`config.mk`:
```
export PLATFORM = sky130hd
export DESIGN_NAME = led_sequencer
export DESIGN_NICKNAME = d
export VERILOG_FILES = /design/src/rtl/led_sequencer.sv
export SDC_FILE = /design/constraint.sdc
export NUM_CORES = 1
export LEC_CHECK = 0
export CAP_MARGIN = 10
export CORE_MARGIN = 2
export CORE_UTILIZATION = 45
export DETAILED_ROUTE_END_ITERATION = 8
export DONT_BUFFER_PORTS = 1
export HOLD_SLACK_MARGIN = 0.05
export MAX_ROUTING_LAYER = met4
export SLEW_MARGIN = 10
export SYNTH_ARGS = -nofsm -noshare
export SYNTH_HDL_FRONTEND = slang
export SYNTH_SLANG_ARGS = --single-unit
```
`constraint.sdc`:
```
create_clock -name clk -period 2.3 [get_ports clk]
set_clock_uncertainty 0.2 [all_clocks]
set_input_delay 0.46 -clock clk [delete_from_list [all_inputs] [get_ports clk]]
set_output_delay 0.46 -clock clk [all_outputs]
set_load 0.1 [all_outputs]
```
`src/rtl/led_sequencer.sv`:
```
// LED pattern sequencer: runs OFF/BLINK/CHASE/PINGPONG patterns for a step count or until stopped.
// One command at a time; a one-cycle done pulse marks completion and the block returns to idle.
module led_sequencer #(
    parameter int NUM_LEDS    = 8,
    parameter int STEP_CYCLES = 8
) (
    input  logic                clk,
    input  logic                rst,
    // Handshake: a command transfers on a rising edge where cmd_valid=1 and cmd_ready=1;
    // cmd_ready is high only in IDLE and nothing is queued while the block is busy.
    input  logic                cmd_valid,
    output logic                cmd_ready,
    input  logic [1:0]          cmd_mode,
    input  logic [7:0]          cmd_steps,
    input  logic                stop,
    output logic [NUM_LEDS-1:0] leds,
    output logic                busy,
    output logic                done,
    output logic [1:0]          fsm_state
);

    localparam int PW = (STEP_CYCLES > 1) ? $clog2(STEP_CYCLES) : 1;
    localparam logic [PW-1:0] PRESC_LAST = PW'(STEP_CYCLES - 1);
    localparam logic [PW-1:0] PRESC_ONE  = PW'(1);
    localparam logic [NUM_LEDS-1:0] LED_FIRST = NUM_LEDS'(1);

    localparam logic [1:0] MODE_OFF      = 2'd0;
    localparam logic [1:0] MODE_BLINK    = 2'd1;
    localparam logic [1:0] MODE_CHASE    = 2'd2;
    localparam logic [1:0] MODE_PINGPONG = 2'd3;

    typedef enum logic [1:0] {
        S_IDLE = 2'd0,
        S_RUN  = 2'd1,
        S_DONE = 2'd2
    } state_t;

    state_t              state_q, state_d;
    logic [NUM_LEDS-1:0] leds_q, leds_d;
    logic [PW-1:0]       presc_q, presc_d;
    logic [7:0]          count_q, count_d;
    logic                dir_q, dir_d;
    logic [1:0]          mode_q, mode_d;
    logic [7:0]          steps_q, steps_d;

    logic [NUM_LEDS-1:0] step_leds;
    logic                step_dir;
    logic [7:0]          count_inc;

    // Pattern advance for one step; dir=1 means moving toward bit NUM_LEDS-1.
    always_comb begin
        step_leds = leds_q;
        step_dir  = dir_q;
        case (mode_q)
            MODE_BLINK: step_leds = ~leds_q;
            MODE_CHASE: step_leds = {leds_q[NUM_LEDS-2:0], leds_q[NUM_LEDS-1]};
            MODE_PINGPONG: begin
                if (dir_q) begin
                    if (leds_q[NUM_LEDS-1]) begin
                        step_leds = leds_q >> 1;
                        step_dir  = 1'b0;
                    end else begin
                        step_leds = leds_q << 1;
                    end
                end else begin
                    if (leds_q[0]) begin
                        step_leds = leds_q << 1;
                        step_dir  = 1'b1;
                    end else begin
                        step_leds = leds_q >> 1;
                    end
                end
            end
            default: step_leds = leds_q;
        endcase
    end

    assign count_inc = count_q + 8'd1;

    always_comb begin
        state_d = state_q;
        leds_d  = leds_q;
        presc_d = presc_q;
        count_d = count_q;
        dir_d   = dir_q;
        mode_d  = mode_q;
        steps_d = steps_q;
        case (state_q)
            S_IDLE: begin
                if (cmd_valid) begin
                    mode_d  = cmd_mode;
                    steps_d = cmd_steps;
                    presc_d = '0;
                    count_d = '0;
                    dir_d   = 1'b1;
                    if (cmd_mode == MODE_OFF) begin
                        state_d = S_DONE;
                        leds_d  = '0;
                    end else begin
                        state_d = S_RUN;
                        leds_d  = (cmd_mode == MODE_BLINK) ? '1 : LED_FIRST;
                    end
                end
            end
            S_RUN: begin
                // stop outranks a coincident terminal step, so only one DONE entry happens
                if (stop) begin
                    state_d = S_DONE;
                    leds_d  = '0;
                end else if (presc_q == PRESC_LAST) begin
                    presc_d = '0;
                    count_d = count_inc;
                    leds_d  = step_leds;
                    dir_d   = step_dir;
                    if (steps_q != 8'd0 && count_inc == steps_q) begin
                        state_d = S_DONE;
                        leds_d  = '0;
                    end
                end else begin
                    presc_d = presc_q + PRESC_ONE;
                end
            end
            S_DONE: state_d = S_IDLE;
            default: state_d = S_IDLE;
        endcase
    end

    always_ff @(posedge clk) begin
        if (!rst) begin
            state_q <= S_IDLE;
            leds_q  <= '0;
            presc_q <= '0;
            count_q <= '0;
            dir_q   <= 1'b1;
            mode_q  <= MODE_OFF;
            steps_q <= '0;
        end else begin
            state_q <= state_d;
            leds_q  <= leds_d;
            presc_q <= presc_d;
            count_q <= count_d;
            dir_q   <= dir_d;
            mode_q  <= mode_d;
            steps_q <= steps_d;
        end
    end

    assign cmd_ready = (state_q == S_IDLE);
    assign busy      = (state_q == S_RUN);
    assign done      = (state_q == S_DONE);
    assign leds      = leds_q;
    assign fsm_state = state_q;

endmodule

```
### After elaboration in Yosys (flattened, before gate mapping)

Index checks and enable logic that the tools add are counted.

| cells by class | value |
|---|---|
| add/subtract/negate cells | 2 |
| multipliers | 0 |
| div/mod/pow operators | 0 |
| $lt $le $gt $ge | 0 |
| equal/unequal tests | 15 |
| shift operators | 0 |
| multiplexer cells | 33 |
| bitwise operators | 1 |
| reductions and logical operators | 11 |

Operators by type and width:

| kind | count |
|---|---|
| $mux W8 | 12 |
| $pmux W8 S2 | 2 |
| $pmux W8 S3 | 1 |
| $mux W2 | 5 |
| $mux W3 | 3 |
| $add A8 B1 Y8 const B | 1 |
| $eq A8 B8 Y1 | 1 |
| $not A8 Y8 | 1 |
| $reduce_and A4 Y1 | 2 |
| $reduce_bool A8 Y1 | 1 |
| $mux W1 | 7 |
| $eq A2 B1 Y1 const B | 3 |
| $eq A2 B2 Y1 const B | 3 |
| $ne A3 B2 Y1 const B | 2 |
| $ne A6 B2 Y1 const B | 1 |
| $pmux W3 S2 | 1 |
| $reduce_and A3 Y1 | 2 |
| $reduce_and A5 Y1 | 1 |
| $logic_not A2 Y1 | 2 |
| $ne A2 B1 Y1 const B | 2 |
| $ne A2 B2 Y1 const B | 2 |
| $pmux W2 S2 | 1 |
| $add A3 B1 Y3 const B | 1 |
| $eq A3 B3 Y1 const B | 1 |
| 4 further kinds | 4 |

| storage, ports and cells | value |
|---|---|
| register bits | 32 |
| latch bits | 0 |
| RAM bits | 0 |
| ROM bits | 0 |
| input port bits | 14 |
| output and inout bits | 13 |
| logic and storage cells | 69 |
| memories | 0 |

### Logic depth before layout (Yosys ltp)

| logic depth | value |
|---|---|
| depth after elaboration | 7 |
| depth in mapped cells | 9 |
| depth with buffers taken out | 8 |

### Worst setup path after synthesis

No wires, ideal clock.

| path | value |
|---|---|
| path kind | register to register |
| start | register state_q[0] (netlist: fsm_state[0]) |
| end | register mode_q[0] |
| library setup time | 0.076 ns |
| arrival time | 2.953 ns |
| required time | 2.024 ns |
| slack | -0.928 ns |
| stages on the path, launching flop included | 6 |
| buffers on the path | 1 |
| period minus slack after synthesis | 3.228 ns |
| path through | dfxtp_1 nor2_1 and2_1 clkbuf_1 nand2_1 a21boi_0 |

| on the way | value |
|---|---|
| longest elaborated chain between the ends | 2 |

Ends and longest elaborated chain:

| element | RTL line | RTL |
|---|---|---|
| from (decl) | 38 | `state_t state_q, state_d;` |
| from (signal assigned) | 138 | `state_q <= state_d;` |
| $logic_not A2 Y1 | -- |  |
| via cmd_ready | 12 | `output logic cmd_ready,` |
| $reduce_and A2 Y1 (no source line) | -- |  |
| to (signal assigned) | 143 | `mode_q <= mode_d;` |
| to (decl) | 43 | `logic [1:0] mode_q, mode_d;` |

The timed path passes the listed nets, and every way through them passes these cells.
A chain may end at the register's enable or synchronous reset.

### Worst setup path after layout

| path | value |
|---|---|
| start | register count_q[7] |
| end | register leds_q[1] (netlist: leds[1]) |

| on the way | value |
|---|---|
| longest elaborated chain between the ends | 7 |
| elaborated cells on any way between the ends | 9 |
| those cells by class | 1 x add/sub; 2 x eq/ne; 4 x mux; 2 x reduce/logical |

Ends and longest elaborated chain:

| element | RTL line | RTL |
|---|---|---|
| from (decl) | 41 | `logic [7:0] count_q, count_d;` |
| from (signal assigned) | 141 | `count_q <= count_d;` |
| $add A8 B1 Y8 (*) | 78 | `assign count_inc = count_q + 8'd1;` |
| $eq A8 B8 Y1 (*) | 115 | `if (steps_q != 8'd0 && count_inc == steps_q) begin` |
| $logic_and A1 B1 Y1 (*) | 115 |  |
| $mux W8 | 115 |  |
| $mux W8 | 110 | `end else if (presc_q == PRESC_LAST) begin` |
| $mux W8 | 107 | `if (stop) begin` |
| $pmux W8 S2 | 88 | `case (state_q)` |
| to (signal assigned) | 139 | `leds_q <= leds_d;` |
| to (decl) | 39 | `logic [NUM_LEDS-1:0] leds_q, leds_d;` |

Mark *: on every way between the ends. The rest lies on a longest branch, timed or not. The select of a mux whose other input is x is not followed.

==> impl_metrics.env <==
export IMPL_synthXorXnorAreaFrac_pct=4.13
export IMPL_cts_sinks=32
export IMPL_pwr_share_comb_pct=29.6
export IMPL_min_delay_path_class="in -> reg"
export IMPL_top_usage_layer="met2"
export IMPL_finalSetupViolations=0
export IMPL_endpoint_kind="flip-flop"
export IMPL_power_leakage_nw=0.942
export IMPL_synthesis_area_sq_um=1910
export IMPL_power_frac_clock_pct=28.8
export IMPL_worstHoldEndpoint="dir_q"
export IMPL_grt_max_degree=27
export IMPL_use_met3_pct=4.53
export IMPL_reg2reg_slack_ns=0.07
export IMPL_final_hold_viol_count=0
export IMPL_critPathArrivalTime_ns=2.25
export IMPL_clkLatencyLatePin_ns=0.28
export IMPL_switching_share_pct=37.3
export IMPL_io_pins=27
export IMPL_fin_crit_ns=2.23
export IMPL_synth_compound_area_share_pct=28.6
export IMPL_yosysWarnings=0
export IMPL_crit_type="reg -> reg"
export IMPL_wl_per_cell_um=14.7
export IMPL_path_clk_slew_ns=0.07
export IMPL_max_vdd_ir_drop_mv=0.412
export IMPL_fp_coreArea_sq_um=4030
export IMPL_p_int_uw=959
export IMPL_p_total_mw=1.53
export IMPL_antenna_cells=0
export IMPL_grt_pass1_vias=1672
export IMPL_grt_pass1_wl_mm=7.73
export IMPL_met1_usage_pct=25.5
export IMPL_r2r_start="count_q[7]"
export IMPL_min_from="rst"
export IMPL_synth_cell_types=53
export IMPL_synth_seq_cells=32
export IMPL_min_delay_path_depth=1
export IMPL_slew_violations=0
export IMPL_cts_tree="built"
export IMPL_min_period_over_period_pct=96.8
export IMPL_tightest_slew_ns=0.433
export IMPL_use_met2_pct=32.6
export IMPL_reg2reg_depth=7
export IMPL_die_w_um=69.1
export IMPL_max_cap_violations=0
export IMPL_antenna_left=0
export IMPL_crit_fanout=7
export IMPL_fmax_mhz=449
export IMPL_hpwlAfterDp_mm=3.26
export IMPL_drt_iter0_drc=78
export IMPL_die_h_um=69.1
export IMPL_vias_per_cell=5.63
export IMPL_synthAdderAreaFrac_pct=3.28
export IMPL_clock_path_buffers=2
export IMPL_postRouteWirelength_mm=4.47
export IMPL_syn_inst=234
export IMPL_nets=273
export IMPL_cts_root_buf="clkbuf_8"
export IMPL_gr_usage_all_layers_pct=20.2
export IMPL_num_vias=1717
export IMPL_avgSynthCellArea_sq_um=8.16
export IMPL_synth_fp_nets=253
export IMPL_area_growth_pct=17.6
export IMPL_crit_path_start_kind="flip-flop"
export IMPL_cts_max_level=2
export IMPL_whs_ns=0.0578
export IMPL_synth_top_family_by_area="compound AO/OA/AOI/OAI gates"
export IMPL_slew_headroom_pct=71.1
export IMPL_worstPathRequired_ns=2.33
export IMPL_antenna_found_initial=0
export IMPL_drive_above_1_share_pct=22.4
export IMPL_ys_async_sr_fraction_pct=0
export IMPL_p_switching_uw=571
export IMPL_drt_pass1_iterations=4
export IMPL_powerDensity_nw_per_um2=681
export IMPL_gp_congestion=0.878
export IMPL_synth_simple_gate_area_share_pct=25.6
export IMPL_synthFlopType="dfxtp_1"
export IMPL_drc=0
export IMPL_ys_seq_area_share_pct=33.6
export IMPL_reg2reg_to="leds[1]"
export IMPL_core_rowCount=23
export IMPL_io_buffers=0
export IMPL_die_area_sq_um=4780
export IMPL_synth_mux_area_share_pct=1.11
export IMPL_pwr_share_seq_pct=41.6
export IMPL_synth_edf_count=0
export IMPL_outcome="finished, final reports clean"
export IMPL_cts_hold_buf=0
export IMPL_initial_core_util_pct=47.4
export IMPL_grt_overflow=0
export IMPL_numCtsBuffers=5
[sequential cells by signal (all words and copies together), names as in the netlist]
| register | count |
|---|---|
| mode_q | 2 |
| leds | 8 |
| steps_q | 8 |
| dir_q | 1 |
| fsm_state | 2 |
| count_q | 8 |
| presc_q | 3 |
[through the flow]
step / std cells / utilization [%] / TNS, ns / cell area [sq um] / setup WS (ns)
final: 305 / 55.7 / 0 / 2240 / 0.0730
after global routing: 305 / 55.7 / -0.00495 / 2240 / -0.00402
after CTS: 304 / 54.8 / 0 / 2210 / 0.00241
after detailed placement: 296 / 52.5 / 0 / 2110 / 0.0217
after global placement: 296 / 52.5 / 0 / 2110 / 0.0357
after floorplan: 234 / - / 0 / 1930 / 0.0721
[layer usage]
metal / part of all wire [%] / routed length [um]
met1: 47 / 2100
met2: 48 / 2150
met3: 3.9 / 176
met4: 0.92 / 41
met5: 0 / 0
[layout make-up]
class | count | area, sq um
clock buffer | 6 | 82.6
tap | 50 | 62.6
multi-input combinational | 184 | 1230
sequential | 32 | 656
clock inverter | 2 | 10.0
timing repair buffer | 22 | 165
inverter | 9 | 36.3
fill | 400 | 1780
[how the worst max path moves through the flow]
stage / to / cells past startpoint / start / slack, ns
2_1_floorplan: leds[5] / 7 / count_q[0] / 0.07
3_3_place_gp: leds[4] / 6 / count_q[7] / 0.04
3_5_place_dp: leds[5] / 6 / count_q[7] / 0.02
5_1_grt: leds[6] / 8 / count_q[1] / -0.004
6_report: leds[1] / 7 / count_q[7] / 0.07
4_1_cts: leds[1] / 6 / count_q[7] / 0.002
[synth_stat cells, drive strengths merged (5+ instances only)]
cell / number / area (sq um)
o211a: 6 / 60.1
ha: 5 / 62.6
nand3: 5 / 35.0
o21ai: 14 / 70.1
a21oi: 13 / 68.8
nor2: 15 / 63.8
dfxtp: 32 / 641
xor2: 6 / 52.6
clkbuf: 7 / 26.3
inv: 9 / 33.8
nor2b: 9 / 56.3
nand2: 39 / 146
a21boi: 14 / 116
o21a: 6 / 52.6
nor3: 6 / 30.0
nor4: 6 / 37.5
[power groups by stage]
stage / Clock, mW / Combinational (mW) / Sequential, mW
final: 0.441 / 0.452 / 0.636
after CTS: 0.457 / 0.452 / 0.634
after detailed placement: 0 / 0.451 / 0.646
after global placement: 0 / 0.451 / 0.647
after floorplan: 0 / 0.225 / 0.784
after global routing: 0.484 / 0.486 / 0.642
[layout by cell type, fill, tap and decap left out, types with 4 or more instances in the layout]
cell,n
o21a_1,5
nor2b_1,8
a221oi_1,4
clkbuf_8,6
o21ai_0,8
inv_1,8
buf_4,22
xor2_1,5
nor4_1,6
nor3_1,5
ha_1,5
a21oi_1,12
nor2_1,13
o21ai_1,6
dfxtp_2,6
a21boi_0,12
o211a_1,6
nand2_1,39
dfxtp_1,24
[cells by family (layout without fill, tap and decap cells)]
| family | Yosys count | count (layout) |
|---|---|---|
| AOI/OAI and AO/OA | 72 | 72 |
| muxes | 2 | 2 |
| xor gates and xnor gates | 9 | 9 |
| DFF | 32 | 32 |
| buffers and inverters | 18 | 39 |
| and+or+nand+nor | 96 | 96 |
| adders and majority gates | 5 | 5 |
[timing repair]
action,in CTS,in global routing
buffers inserted,0,1
resized for setup,0,10
endpoints found under the setup margin,0,9
[critical path, stage by stage, from the launching register on]
cell and delay, ns:
dfxtp_1 0.35, xor2_2 0.20, o311ai_0 0.36, o21ai_1 0.21
o41ai_4 0.34, buf_4 0.20, o21a_4 0.18, o211a_1 0.13
No activity file was read; power rests on OpenSTA's default activity.
